## config.mk

```make
export PLATFORM = sky130hd
export DESIGN_NAME = slv_frame_feeder
export DESIGN_NICKNAME = d
export VERILOG_FILES = /design/src/rtl/slv_frame_feeder.sv
export SDC_FILE = /design/constraint.sdc
export NUM_CORES = 1
export LEC_CHECK = 0
export BUFFER_PORTS_ARGS = -buffer_cell sky130_fd_sc_hd__buf_2
export CORE_AREA = 4 4 139 141
export CTS_BUF_LIST = sky130_fd_sc_hd__clkbuf_2 sky130_fd_sc_hd__clkbuf_4 sky130_fd_sc_hd__clkbuf_8
export CTS_CLUSTER_DIAMETER = 60
export DETAILED_ROUTE_END_ITERATION = 8
export DIE_AREA = 0 0 143 145
export SYNTH_ARGS = -nofsm -noshare
export SYNTH_HDL_FRONTEND = slang
export SYNTH_SLANG_ARGS = --single-unit
```

## constraint.sdc

```tcl
create_clock -name clk -period 5.1 [get_ports clk]
set_clock_uncertainty 0.05 [all_clocks]
set_input_delay 1.02 -clock clk [delete_from_list [all_inputs] [get_ports clk]]
set_output_delay 1.02 -clock clk [all_outputs]
set_load 0.01 [all_outputs]
```

## src/rtl/slv_frame_feeder.sv

```systemverilog
// Streams a frame of DW-bit words from a synchronous source RAM into one arbiter slave port.
// Reads are issued ahead into a 2-entry output FIFO whose head drives slv_data.
module slv_frame_feeder #(
    parameter int DW = 32,
    parameter int AW = 10
) (
    input  logic          clk,
    input  logic          rst_n,
    input  logic          start,
    input  logic [1:0]    cfg_mode,
    input  logic [7:0]    cfg_proc_val,
    input  logic [AW-1:0] cfg_base,
    input  logic [AW:0]   cfg_len,
    output logic          mem_rd_en,
    output logic [AW-1:0] mem_addr,
    input  logic [DW-1:0] mem_rd_data,
    input  logic          slv_ready,
    output logic [1:0]    slv_mode,
    output logic [7:0]    slv_proc_valid,
    output logic [DW-1:0] slv_data,
    output logic          slv_data_valid,
    output logic          busy,
    output logic          done
);

    typedef enum logic [1:0] {IDLE, RUN, FIN} state_t;

    state_t        state, state_nx;
    logic [AW:0]   len_q, rd_ptr, sent;
    logic [AW-1:0] base_q;
    logic          rd_pend;
    logic [DW-1:0] fifo_q [2];
    logic          wr_sel, rd_sel;
    logic [1:0]    occ;
    logic          start_ok, push, pop, last_pop, room;

    assign start_ok       = start && (state == IDLE);
    assign push           = rd_pend;
    assign slv_data_valid = (occ != 2'd0);
    assign slv_data       = fifo_q[rd_sel];
    assign pop            = slv_data_valid && slv_ready;
    assign last_pop       = pop && (sent == len_q - 1'b1);

    // Buffered plus in-flight words must stay within the two FIFO slots,
    // crediting a pop happening this same cycle.
    assign room      = ({1'b0, occ} + {2'b0, rd_pend}) < (3'd2 + {2'b0, pop});
    assign mem_rd_en = (state == RUN) && (rd_ptr < len_q) && room;
    assign mem_addr  = base_q + rd_ptr[AW-1:0];

    assign busy = (state == RUN);
    assign done = (state == FIN);

    always_ff @(posedge clk) begin
        if (!rst_n) state <= IDLE;
        else        state <= state_nx;
    end

    always_comb begin
        state_nx = state;
        case (state)
            IDLE:    if (start) state_nx = (cfg_len != '0) ? RUN : FIN;
            RUN:     if (last_pop) state_nx = FIN;
            FIN:     state_nx = IDLE;
            default: state_nx = IDLE;
        endcase
    end

    always_ff @(posedge clk) begin
        if (!rst_n) begin
            slv_mode       <= '0;
            slv_proc_valid <= '0;
            base_q         <= '0;
            len_q          <= '0;
            rd_ptr         <= '0;
            sent           <= '0;
            rd_pend        <= 1'b0;
            wr_sel         <= 1'b0;
            rd_sel         <= 1'b0;
            occ            <= '0;
            fifo_q[0]      <= '0;
            fifo_q[1]      <= '0;
        end else begin
            if (start_ok) begin
                slv_mode       <= cfg_mode;
                slv_proc_valid <= cfg_proc_val;
                base_q         <= cfg_base;
                len_q          <= cfg_len;
                rd_ptr         <= '0;
                sent           <= '0;
            end else begin
                if (mem_rd_en) rd_ptr <= rd_ptr + 1'b1;
                if (pop)       sent   <= sent + 1'b1;
            end
            rd_pend <= mem_rd_en;
            if (push) begin
                fifo_q[wr_sel] <= mem_rd_data;
                wr_sel         <= ~wr_sel;
            end
            if (pop) rd_sel <= ~rd_sel;
            occ <= occ + {1'b0, push} - {1'b0, pop};
        end
    end

endmodule
```

Word-level counts from Yosys, hierarchy flattened --
Memory sizes are Yosys's and may differ from the RTL's. A register that Yosys moved wholly into a read port is not among the register bits. Index checks and enable logic that the tools add are counted.
Storage, ports and cells: register bits after elaboration 60, bits in writable memories 64, output and inout port bits 56, word-level logic and storage cells 54, memories 1
Operators by class: $add $sub $neg 8, $lt $le $gt $ge 2, eq/ne operators 5, multiplexer cells 13, bitwise logic cells 3, reductions and logical operators 11
Memories:
- fifo_q | depth 2, bits a word 32, read ports 1, clocked after memory_dff 1, wr ports 2, RTL line 32 | logic [DW-1:0] fifo_q [2];
Operators by type and width (count):
- $mux W32 | 1
- $reduce_or A32 Y1 | 1
- $add A11 B1 Y11 const B | 2
- $eq A11 B11 Y1 | 1
- $lt A11 B11 Y1 | 1
- $reduce_bool A11 Y1 | 1
- $sub A11 B1 Y11 const B | 1
- $add A10 B10 Y10 | 1
- $mux W1 | 8
- $mux W2 | 3
- $logic_and A1 B1 Y1 | 5
- $pmux W2 S2 | 1
- $add A2 B1 Y3 | 1
- $add A2 B1 Y3 const A | 1
- $lt A3 B3 Y1 | 1
- $not A1 Y1 | 3
- $add A2 B1 Y2 | 1
- $eq A2 B1 Y1 const B | 1
- $eq A2 B2 Y1 const B | 1
- $logic_not A2 Y1 | 1
- $ne A2 B1 Y1 const B | 1
- $ne A2 B2 Y1 const B | 1
- $reduce_and A2 Y1 | 1
- $reduce_bool A2 Y1 | 1
- other kinds (2) | 2

Longest topological paths before layout --
Gate-level depths: netlist (run 1).
word-level depth 5, gate-level depth with buffers 9

Worst setup path after synthesis (run 1) --
No wires, ideal clock.
path kind reg-to-reg, from reg rd_pend, in the netlist push, to mem fifo_q[0][0] (enable), arrival 2.726 ns, required time 4.584 ns, slack 1.859 ns, stages on the path, launching flop included 3, buffers on the path 0, clock period less this slack 3.241 ns, cell sequence dfxtp_1 > inv_1 > o21ai_0
RTL lines:
- from (decl) | RTL line 31 | logic rd_pend;
- from (signal assigned) | RTL line 94 | rd_pend <= mem_rd_en;
- to (decl) | RTL line 32

Worst setup path in the final report (run 1) --
from reg rd_ptr[1], to out mem_addr[9]
On the way: word-level cells in the longest chain between the ends 1
Ends and longest elaborated chain:
- from (decl) | RTL line 29 | logic [AW:0] len_q, rd_ptr, sent;
- from (signal assigned) | RTL line 91 | if (mem_rd_en) rd_ptr <= rd_ptr + 1'b1;
- $add A10 B10 Y10 | RTL line 48 | assign mem_addr = base_q + rd_ptr[AW-1:0];
- to (decl) | RTL line 15 | output logic [AW-1:0] mem_addr,
No other way between the ends.

==> metrics.md, run 1 <==
| Metric | Value |
|---|---|
| Post-CTS resize count | 0 |
| Clock-pin slew on the worst setup and hold paths | 0.07 ns |
| Count of distinct cell types in the synthesized netlist | 52 |
| Fraction of layout cells with a size suffix above 1 | 0.271 |
| Worst EP arrival | 2.73 ns |
| Wire length of the first global-routing pass | 22800 µm |
| Primary FF master, synth | sky130_fd_sc_hd__edfxtp_1 |
| Root buffer cell | sky130_fd_sc_hd__clkbuf_8 |
| DRT met1 WL | 6340 µm |
| Most frequent cells after synthesis | sky130_fd_sc_hd__nand2_1, sky130_fd_sc_hd__and2_1, sky130_fd_sc_hd__edfxtp_1 |
| TNS Setup | 0 ns |
| Met2 Wirelength | 6420 µm |
| Critical Setup Path Class | register to output port |
| Initial drt markers | 235 |
| Fin crit share | 0.746 |
| Number of nets in the layout | 808 |
| Max capacitance violation total | 0 |
| Final number of max-transition violations | 0 |
| Data required time of the worst path | 4.03 ns |
| Final hold vios | 0 |
| Detail Route met3 WL | 1030 µm |
| Clock latency on the worst-skew pair | 0.44 ns |
| Placed Area | 7080 µm² |
| Die height | 145 µm |
| GPL Wtd Cong | 0.803 |
| Area grow syn2layout | 20.2% |
| Antenna Nets Post-Route | 0 |
| Width of the chip | 143 µm |
| Post-synthesis instance area | 6220 µm² |
| Total routing resource utilization after global routing | 0.137 |
| Cell with the most instances after synthesis | sky130_fd_sc_hd__nand2_1 |
| Top post-synthesis cells by area | sky130_fd_sc_hd__edfxtp_1, sky130_fd_sc_hd__dfxtp_1, sky130_fd_sc_hd__and2_1 |
| Reg2Reg Setup Slack | 2.85 ns |
| Share of the synthesized area in the top cell type | 0.309 |
| Origin of the worst setup path | rd_ptr[1]$_SDFFE_PP0P_ |
| Unrepaired setup endpoints after global routing | false |
| Peak Freq | 0.263 GHz |
| # hold bufs at CTS | 0 |
| Filler cells | 1728 |
| Via count of the first global-routing pass | 4517 |
| Number of flops mapped to enable cells by yosys | 64 |
| Highest routed layer | met4 |
| Fraction of synthesis flops using an asynchronous set or reset pin | 0 |
| Cell Pwr Density | 332 nW/µm² |
| Overall via count from detail_route | 4530 |
| Largest vdd supply drop | 0.000177 V |
| Worst setup SP type | register |
| Reg2Reg Capture Point | rd_ptr[4]$_SDFFE_PP0P_ |
| WHS | 0.406 ns |
| FF-to-FF Start | len_q[7]$_SDFFE_PN0P_ |
| TritonCTS Sinks | 125 |
| Number of standard cells after synthesis | 591 |
| CTS tree | built |
| Routed via count divided by cell count | 4.74 |
| Placeable core area | 18000 µm² |
| Number of buffers created by CTS | 17 |
| Final global-route overflow total | 0 |
| Synth Net Count | 685 |
| Buffer levels on the longest clock path | 2 |
| Sequential share of the synthesized area | 0.505 |
| Min-delay worst type | register to register |
| Antenna diodes | 0 |
| Pleak | 0.00316 µW |
| Avg WL per Cell | 14.5 µm |
| Slew @ Worst Pin | 1.17 ns |
| Slew headroom | 0.217 |
| Final Cell Area | 7480 µm² |
| H-Tree Depth | 4 |
| CP Capture Point | mem_addr[9] |
| HPWL after detailed placement | 9790 µm |
| Total wire length after detailed routing | 13900 µm |
| Die Area | 20700 µm² |
| Maximum net fanout on the critical path | 7 |
| Initial antenna violation count | 0 |
| Number of warning messages in the yosys log | 0 |
| Depth of the worst register-to-register path | 7 |
| Number of cell rows | 49 |
| Number of synthesized register bits | 125 |
| TritonRoute pass-1 iters | 4 |
| Critical Path End Type | output port |
| Final Critical Period | 3.80 ns |
| Port Buffer Count | 122 |
| Total setup buffers inserted after CTS | 0 |
| Number of design rule violations left after detail routing | 0 |
| Library cell occupying the most area in the post-synthesis netlist | sky130_fd_sc_hd__edfxtp_1 |
| Mean cell area of the mapped netlist | 10.5 µm² |
| Largest net degree at the start of global routing | 34 |
| Outcome | completed |
| Number of placed I/O pins | 123 |
| Starting utilization of the core area | 0.347 |
| Utilization of the core after routing | 0.417 |
| # setup viols final | 0 |
worst min-delay path by stage:
stage / from / end / slack [ns] / depth (start not counted)
after floorplan: base_q[0]$_SDFFE_PN0P_ / base_q[0]$_SDFFE_PN0P_ / 0.39 / 2
after global placement: slv_proc_valid[6]$_SDFFE_PN0P_ / slv_proc_valid[6]$_SDFFE_PN0P_ / 0.39 / 2
after detailed placement: slv_proc_valid[3]$_SDFFE_PN0P_ / slv_proc_valid[3]$_SDFFE_PN0P_ / 0.40 / 2
after CTS: slv_proc_valid[3]$_SDFFE_PN0P_ / slv_proc_valid[3]$_SDFFE_PN0P_ / 0.41 / 2
after global routing: slv_proc_valid[3]$_SDFFE_PN0P_ / slv_proc_valid[3]$_SDFFE_PN0P_ / 0.42 / 2
final: slv_proc_valid[5]$_SDFFE_PN0P_ / slv_proc_valid[5]$_SDFFE_PN0P_ / 0.41 / 2
power by group:
part           internal (µW)  switching, µW  total (µW)
registers               1120           32.2        1150
clock network            449            434         883
logic                    202            249         451
logic make-up (layout without fill, tap and decap cells):
kind of cell	count (synthesis)	count (layout)	share of synthesized area
compound gates	82	82	0.0995
xor+xnor	43	43	0.0617
fa+ha+maj	27	27	0.0555
buf+inv	47	183	0.0283
flops	125	125	0.505
mux	33	33	0.0595
simple gates	234	234	0.191
final cells by class:
type / count / area [µm²] / share of cell area
Multi-Input combinational cell: 419 / 2910 / 0.389
Inverter: 23 / 86.3 / 0.0115
Tap cell: 229 / 287 / 0.0383
Clock buffer: 18 / 241 / 0.0323
Sequential cell: 125 / 3140 / 0.420
Timing Repair Buffer: 128 / 656 / 0.0876
Clock inverter: 14 / 158 / 0.0211
critical path, stage by stage, from the launching register on:
cell,delay [ns]
sky130_fd_sc_hd__dfxtp_1,0.44
sky130_fd_sc_hd__ha_1,0.27
sky130_fd_sc_hd__a21oi_1,0.16
sky130_fd_sc_hd__nor2b_1,0.08
sky130_fd_sc_hd__o31a_1,0.26
sky130_fd_sc_hd__or4_1,0.45
sky130_fd_sc_hd__a2111o_1,0.39
sky130_fd_sc_hd__o211a_1,0.13
sky130_fd_sc_hd__buf_2,0.13
stage by stage:
stage               std cells  total power (µW)  setup slack, ns
floorplan                 591              1470             1.86
global route              956              2610             1.07
finish                    956              2480             1.30
CTS                       956              2520             1.24
global placement          924              1630             1.78
detailed placement        924              1630             1.74
state kept, by name, summed over array words and instances (netlist names), named ones only:
signal	flops
base_q	10
slv_proc_valid	8
wr_sel	1
occ	2
rd_ptr	11
rd_sel	1
push	1
fifo_q	64
slv_mode	2
state	2
sent	11
len_q	11
layout by cell type, fill, tap and decap left out, drive strengths merged, types with 2 or more instances in the layout:
cell type,n
nor2,30
and2,72
xor2,15
bufinv,2
xnor2,28
or3,3
a21oi,10
nand2,85
a211oi,9
nor3,4
and3,7
nor2b,5
edfxtp,64
or2,2
clkinv,3
dfxtp,61
clkinvlp,3
nand3,7
clkbuf,18
nor4,4
a41o,2
o31ai,2
inv,29
nand4,7
or4,2
o21ai,12
a21boi,32
a2111oi,4
mux2,32
ha,26
o21a,3
a31oi,3
buf,128
nand2b,3
metal layers:
| metal | vias to the layer above | global-route usage |
|---|---|---|
| met5 | - | 0 |
| met4 | 0 | 0.0385 |
| met3 | 13 | 0.0457 |
| met2 | 128 | 0.217 |
| met1 | 2106 | 0.179 |
| li1 | 2283 | - |
(Power assumes the default switching activity.)
==> inputs of run 2 (changes only) <==
--- a/config.mk
+++ b/config.mk
@@ -5,12 +5,13 @@
 export SDC_FILE = /design/constraint.sdc
 export NUM_CORES = 1
 export LEC_CHECK = 0
+export ABC_AREA = 1
 export BUFFER_PORTS_ARGS = -buffer_cell sky130_fd_sc_hd__buf_2
-export CORE_AREA = 4 4 139 141
+export CORE_AREA = 4 4 138 140
 export CTS_BUF_LIST = sky130_fd_sc_hd__clkbuf_2 sky130_fd_sc_hd__clkbuf_4 sky130_fd_sc_hd__clkbuf_8
 export CTS_CLUSTER_DIAMETER = 60
 export DETAILED_ROUTE_END_ITERATION = 8
-export DIE_AREA = 0 0 143 145
+export DIE_AREA = 0 0 142 144
 export SYNTH_ARGS = -nofsm -noshare
 export SYNTH_HDL_FRONTEND = slang
 export SYNTH_SLANG_ARGS = --single-unit
==> constraint.sdc (replaced) <==
create_clock -name clk -period 3.9 [get_ports clk]
set_clock_uncertainty 0.05 [all_clocks]
set_input_delay 0.78 -clock clk [delete_from_list [all_inputs] [get_ports clk]]
set_output_delay 0.78 -clock clk [all_outputs]
set_load 0.01 [all_outputs]
==> metrics.md, run 2 <==
| Metric | Value |
|---|---|
| Avg WL per Cell | 13.4 µm (was 14.5 µm) |
| Final Critical Period | 3.38 ns |
| Number of standard cells after synthesis | 704 (was 591) |
| Die height | 144 µm (was 145 µm) |
| Primary FF master, synth | sky130_fd_sc_hd__edfxtp_1 (unchanged) |
| Number of buffers created by CTS | 17 (unchanged) |
| Max capacitance violation total | 0 (unchanged) |
| Total wire length after detailed routing | 14400 µm (was 13900 µm) |
| Unrepaired setup endpoints after global routing | false (unchanged) |
| Fraction of synthesis flops using an asynchronous set or reset pin | 0 (unchanged) |
| Number of flip-flops under the largest register name | 64 (unchanged) |
| Critical Path End Type | output port (unchanged) |
| Antenna Nets Post-Route | 0 (unchanged) |
| Most common cell after layout, fill and taps aside | sky130_fd_sc_hd__nor2_1 (was sky130_fd_sc_hd__buf_2) |
| Sequential share of the synthesized area | 0.508 (was 0.505) |
| Placed Area | 7040 µm² (was 7080 µm²) |
| Utilization of the core after routing | 0.415 (was 0.417) |
| Worst EP arrival | 2.55 ns (was 2.73 ns) |
| Buffer levels on the longest clock path | 2 (unchanged) |
| # setup viols final | 0 (unchanged) |
| Clock latency on the worst-skew pair | 0.44 ns (about the same) |
| Library cell occupying the most area in the post-synthesis netlist | sky130_fd_sc_hd__edfxtp_1 (unchanged) |
| Number of synthesized register bits | 125 (unchanged) |
| Final hold vios | 0 (unchanged) |
| TritonCTS Sinks | 125 (unchanged) |
| Antenna diodes | 0 (unchanged) |
| Number of warning messages in the yosys log | 0 (unchanged) |
| Critical Setup Path Class | register to output port (unchanged) |
| Worst setup SP type | register (unchanged) |
| H-Tree Depth | 4 (unchanged) |
| Share of the synthesized area in the top cell type | 0.311 (was 0.309) |
| Final number of max-transition violations | 0 (unchanged) |
| Pleak | 0.00338 µW (was 0.00316 µW) |
| Maximum net fanout on the critical path | 7 (unchanged) |
| Post-synthesis instance area | 6190 µm² (was 6220 µm²) |
| Number of nets in the layout | 923 (was 808) |
| Count of distinct cell types in the synthesized netlist | 34 (was 52) |
| Number of cell rows | 49 (unchanged) |
| Fin crit share | 0.866 |
| Most frequent cells in the layout | sky130_fd_sc_hd__nor2_1, sky130_fd_sc_hd__buf_2, sky130_fd_sc_hd__nand2_1, sky130_fd_sc_hd__inv_1, sky130_fd_sc_hd__edfxtp_1 (was sky130_fd_sc_hd__buf_2, sky130_fd_sc_hd__nand2_1, sky130_fd_sc_hd__and2_1, sky130_fd_sc_hd__edfxtp_1, sky130_fd_sc_hd__dfxtp_1) |
| Fraction of layout cells with a size suffix above 1 | 0.234 (was 0.271) |
| Slew headroom | 0.551 (was 0.217) |
| Clock-pin slew on the worst setup and hold paths | 0.07 ns (about the same) |
| Placeable core area | 17800 µm² (was 18000 µm²) |
| Wire length of the first global-routing pass | 23200 µm (was 22800 µm) |
| Outcome | completed (unchanged) |
| Overall via count from detail_route | 4958 (was 4530) |
| Routed via count divided by cell count | 4.63 (was 4.74) |
| Top post-synthesis cells by area | sky130_fd_sc_hd__edfxtp_1, sky130_fd_sc_hd__dfxtp_1, sky130_fd_sc_hd__nor2_1 (was sky130_fd_sc_hd__edfxtp_1, sky130_fd_sc_hd__dfxtp_1, sky130_fd_sc_hd__and2_1) |
| Synth Net Count | 798 (was 685) |
| Starting utilization of the core area | 0.347 (about the same) |
| Min-delay worst type | register to register (unchanged) |
| Biggest register | fifo_q (unchanged) |
| Setup Slack @ Placement | 0.956 ns (was 1.74 ns) |
| Number of flops mapped to enable cells by yosys | 64 (unchanged) |
| HPWL after detailed placement | 10200 µm (was 9790 µm) |
| Total routing resource utilization after global routing | 0.142 (was 0.137) |
| Tot Pwr | 3320 µW (was 2480 µW) |
| Final WS setup | 0.522 ns (was 1.30 ns) |
| Cell Pwr Density | 448 nW/µm² (was 332 nW/µm²) |
| GPL Wtd Cong | 0.815 (was 0.803) |
| Peak Freq | 0.296 GHz |
| CTS tree | built (unchanged) |
| Total setup buffers inserted after CTS | 0 (unchanged) |
| Post-CTS resize count | 0 (unchanged) |
| TNS Setup | 0 ns (unchanged) |
| Initial drt markers | 209 (was 235) |
| Mean cell area of the mapped netlist | 8.79 µm² (was 10.5 µm²) |
| Area grow syn2layout | 19.6% (was 20.2%) |
| Cell with the most instances after synthesis | sky130_fd_sc_hd__nor2_1 (was sky130_fd_sc_hd__nand2_1) |
| Final global-route overflow total | 0 (unchanged) |
| Port Buffer Count | 122 (unchanged) |
| Root buffer cell | sky130_fd_sc_hd__clkbuf_8 (unchanged) |
| Die Area | 20400 µm² (was 20700 µm²) |
| Width of the chip | 142 µm (was 143 µm) |
| Via count of the first global-routing pass | 4760 (was 4517) |
| Final Cell Area | 7400 µm² (was 7480 µm²) |
| Largest net degree at the start of global routing | 44 (was 34) |
| CP peak stage delay | 0.47 ns (was 0.45 ns) |
| Cells along the critical path | ha_1 -> inv_1 -> fa_1 -> o21ai_0 -> nand4_1 -> o211ai_1 -> xor2_1 -> buf_2 (was ha_1 -> a21oi_1 -> nor2b_1 -> o31a_1 -> or4_1 -> a2111o_1 -> o211a_1 -> buf_2) |
| Number of placed I/O pins | 123 (unchanged) |
| CP max-delay cell | sky130_fd_sc_hd__dfxtp_1 (was sky130_fd_sc_hd__or4_1) |
| Largest vdd supply drop | 0.000253 V (was 0.000177 V) |
| # hold bufs at CTS | 0 (unchanged) |
| Slew @ Worst Pin | 0.672 ns (was 1.17 ns) |
| TritonRoute pass-1 iters | 4 (unchanged) |
| Initial antenna violation count | 0 (unchanged) |
| Most frequent cells after synthesis | sky130_fd_sc_hd__nor2_1, sky130_fd_sc_hd__nand2_1, sky130_fd_sc_hd__inv_1 (was sky130_fd_sc_hd__nand2_1, sky130_fd_sc_hd__and2_1, sky130_fd_sc_hd__edfxtp_1) |
| Data required time of the worst path | 3.07 ns (was 4.03 ns) |
| Number of design rule violations left after detail routing | 0 (unchanged) |
## run 2: final timing paths
path | from | endpoint | slack [ns] | depth (start not counted)
min | rd_sel$_SDFFE_PN0P_ | register | 0.41 | 1
max | rd_ptr[0]$_SDFFE_PP0P_ | mem_addr[8] | 0.52 | 8
max reg2reg | len_q[4]$_SDFFE_PN0P_ | rd_ptr[1]$_SDFFE_PP0P_ | 1.72 | 11
min reg2reg | rd_sel$_SDFFE_PN0P_ | register | 0.41 | 1
## run 2: worst max-delay path, delay by kind of cell, from the launching register on
kind | cells | cell delay [ns]
AOI/OAI and AO/OA | 2 | 0.47
DFF | 1 | 0.47
adders and majority gates | 2 | 0.64
and+or+nand+nor | 1 | 0.14
buffers and inverters | 2 | 0.22
xor gates and xnor gates | 1 | 0.16
## run 2: power breakdown
part | total [µW] | switching [µW] | internal, µW
combinational | 752 | 441 | 312
sequential | 1530 | 50.4 | 1480
clock | 1040 | 538 | 498
## run 2: layout make-up
| class | instances | area, µm² |
|---|---|---|
| tap | 229 | 287 |
| clock inverter | 15 | 125 |
| multi-input combinational | 470 | 2630 |
| fill | 1788 | 10400 |
| inverter | 86 | 323 |
| clock buffer | 17 | 234 |
| timing repair buffer | 129 | 663 |
| sequential | 125 | 3140 |
## run 2: through the flow
step           hold WS (ns)  std cells
6_report              0.409       1071
5_1_grt               0.421       1071
4_1_cts               0.402       1071
3_5_place_dp          0.392       1039
3_3_place_gp          0.386       1039
2_1_floorplan         0.376        704
## run 2: metal layers
layer	share of wire	vias up	GRT usage
li1	-	2566	-
met2	0.46	140	0.241
met5	0	-	0
met1	0.47	2235	0.176
met3	0.065	17	0.0437
met4	0.012	0	0.0399
## run 2: logic make-up (layout without fill, tap and decap cells)
family	after synthesis	after routing	share of synthesized area
mux	32	32	0.0583
fa+ha+maj	27	27	0.0558
xor+xnor	25	25	0.0354
flops	125	125	0.508
buf+inv	109	247	0.0676
simple gates	282	282	0.188
compound gates	104	104	0.0872
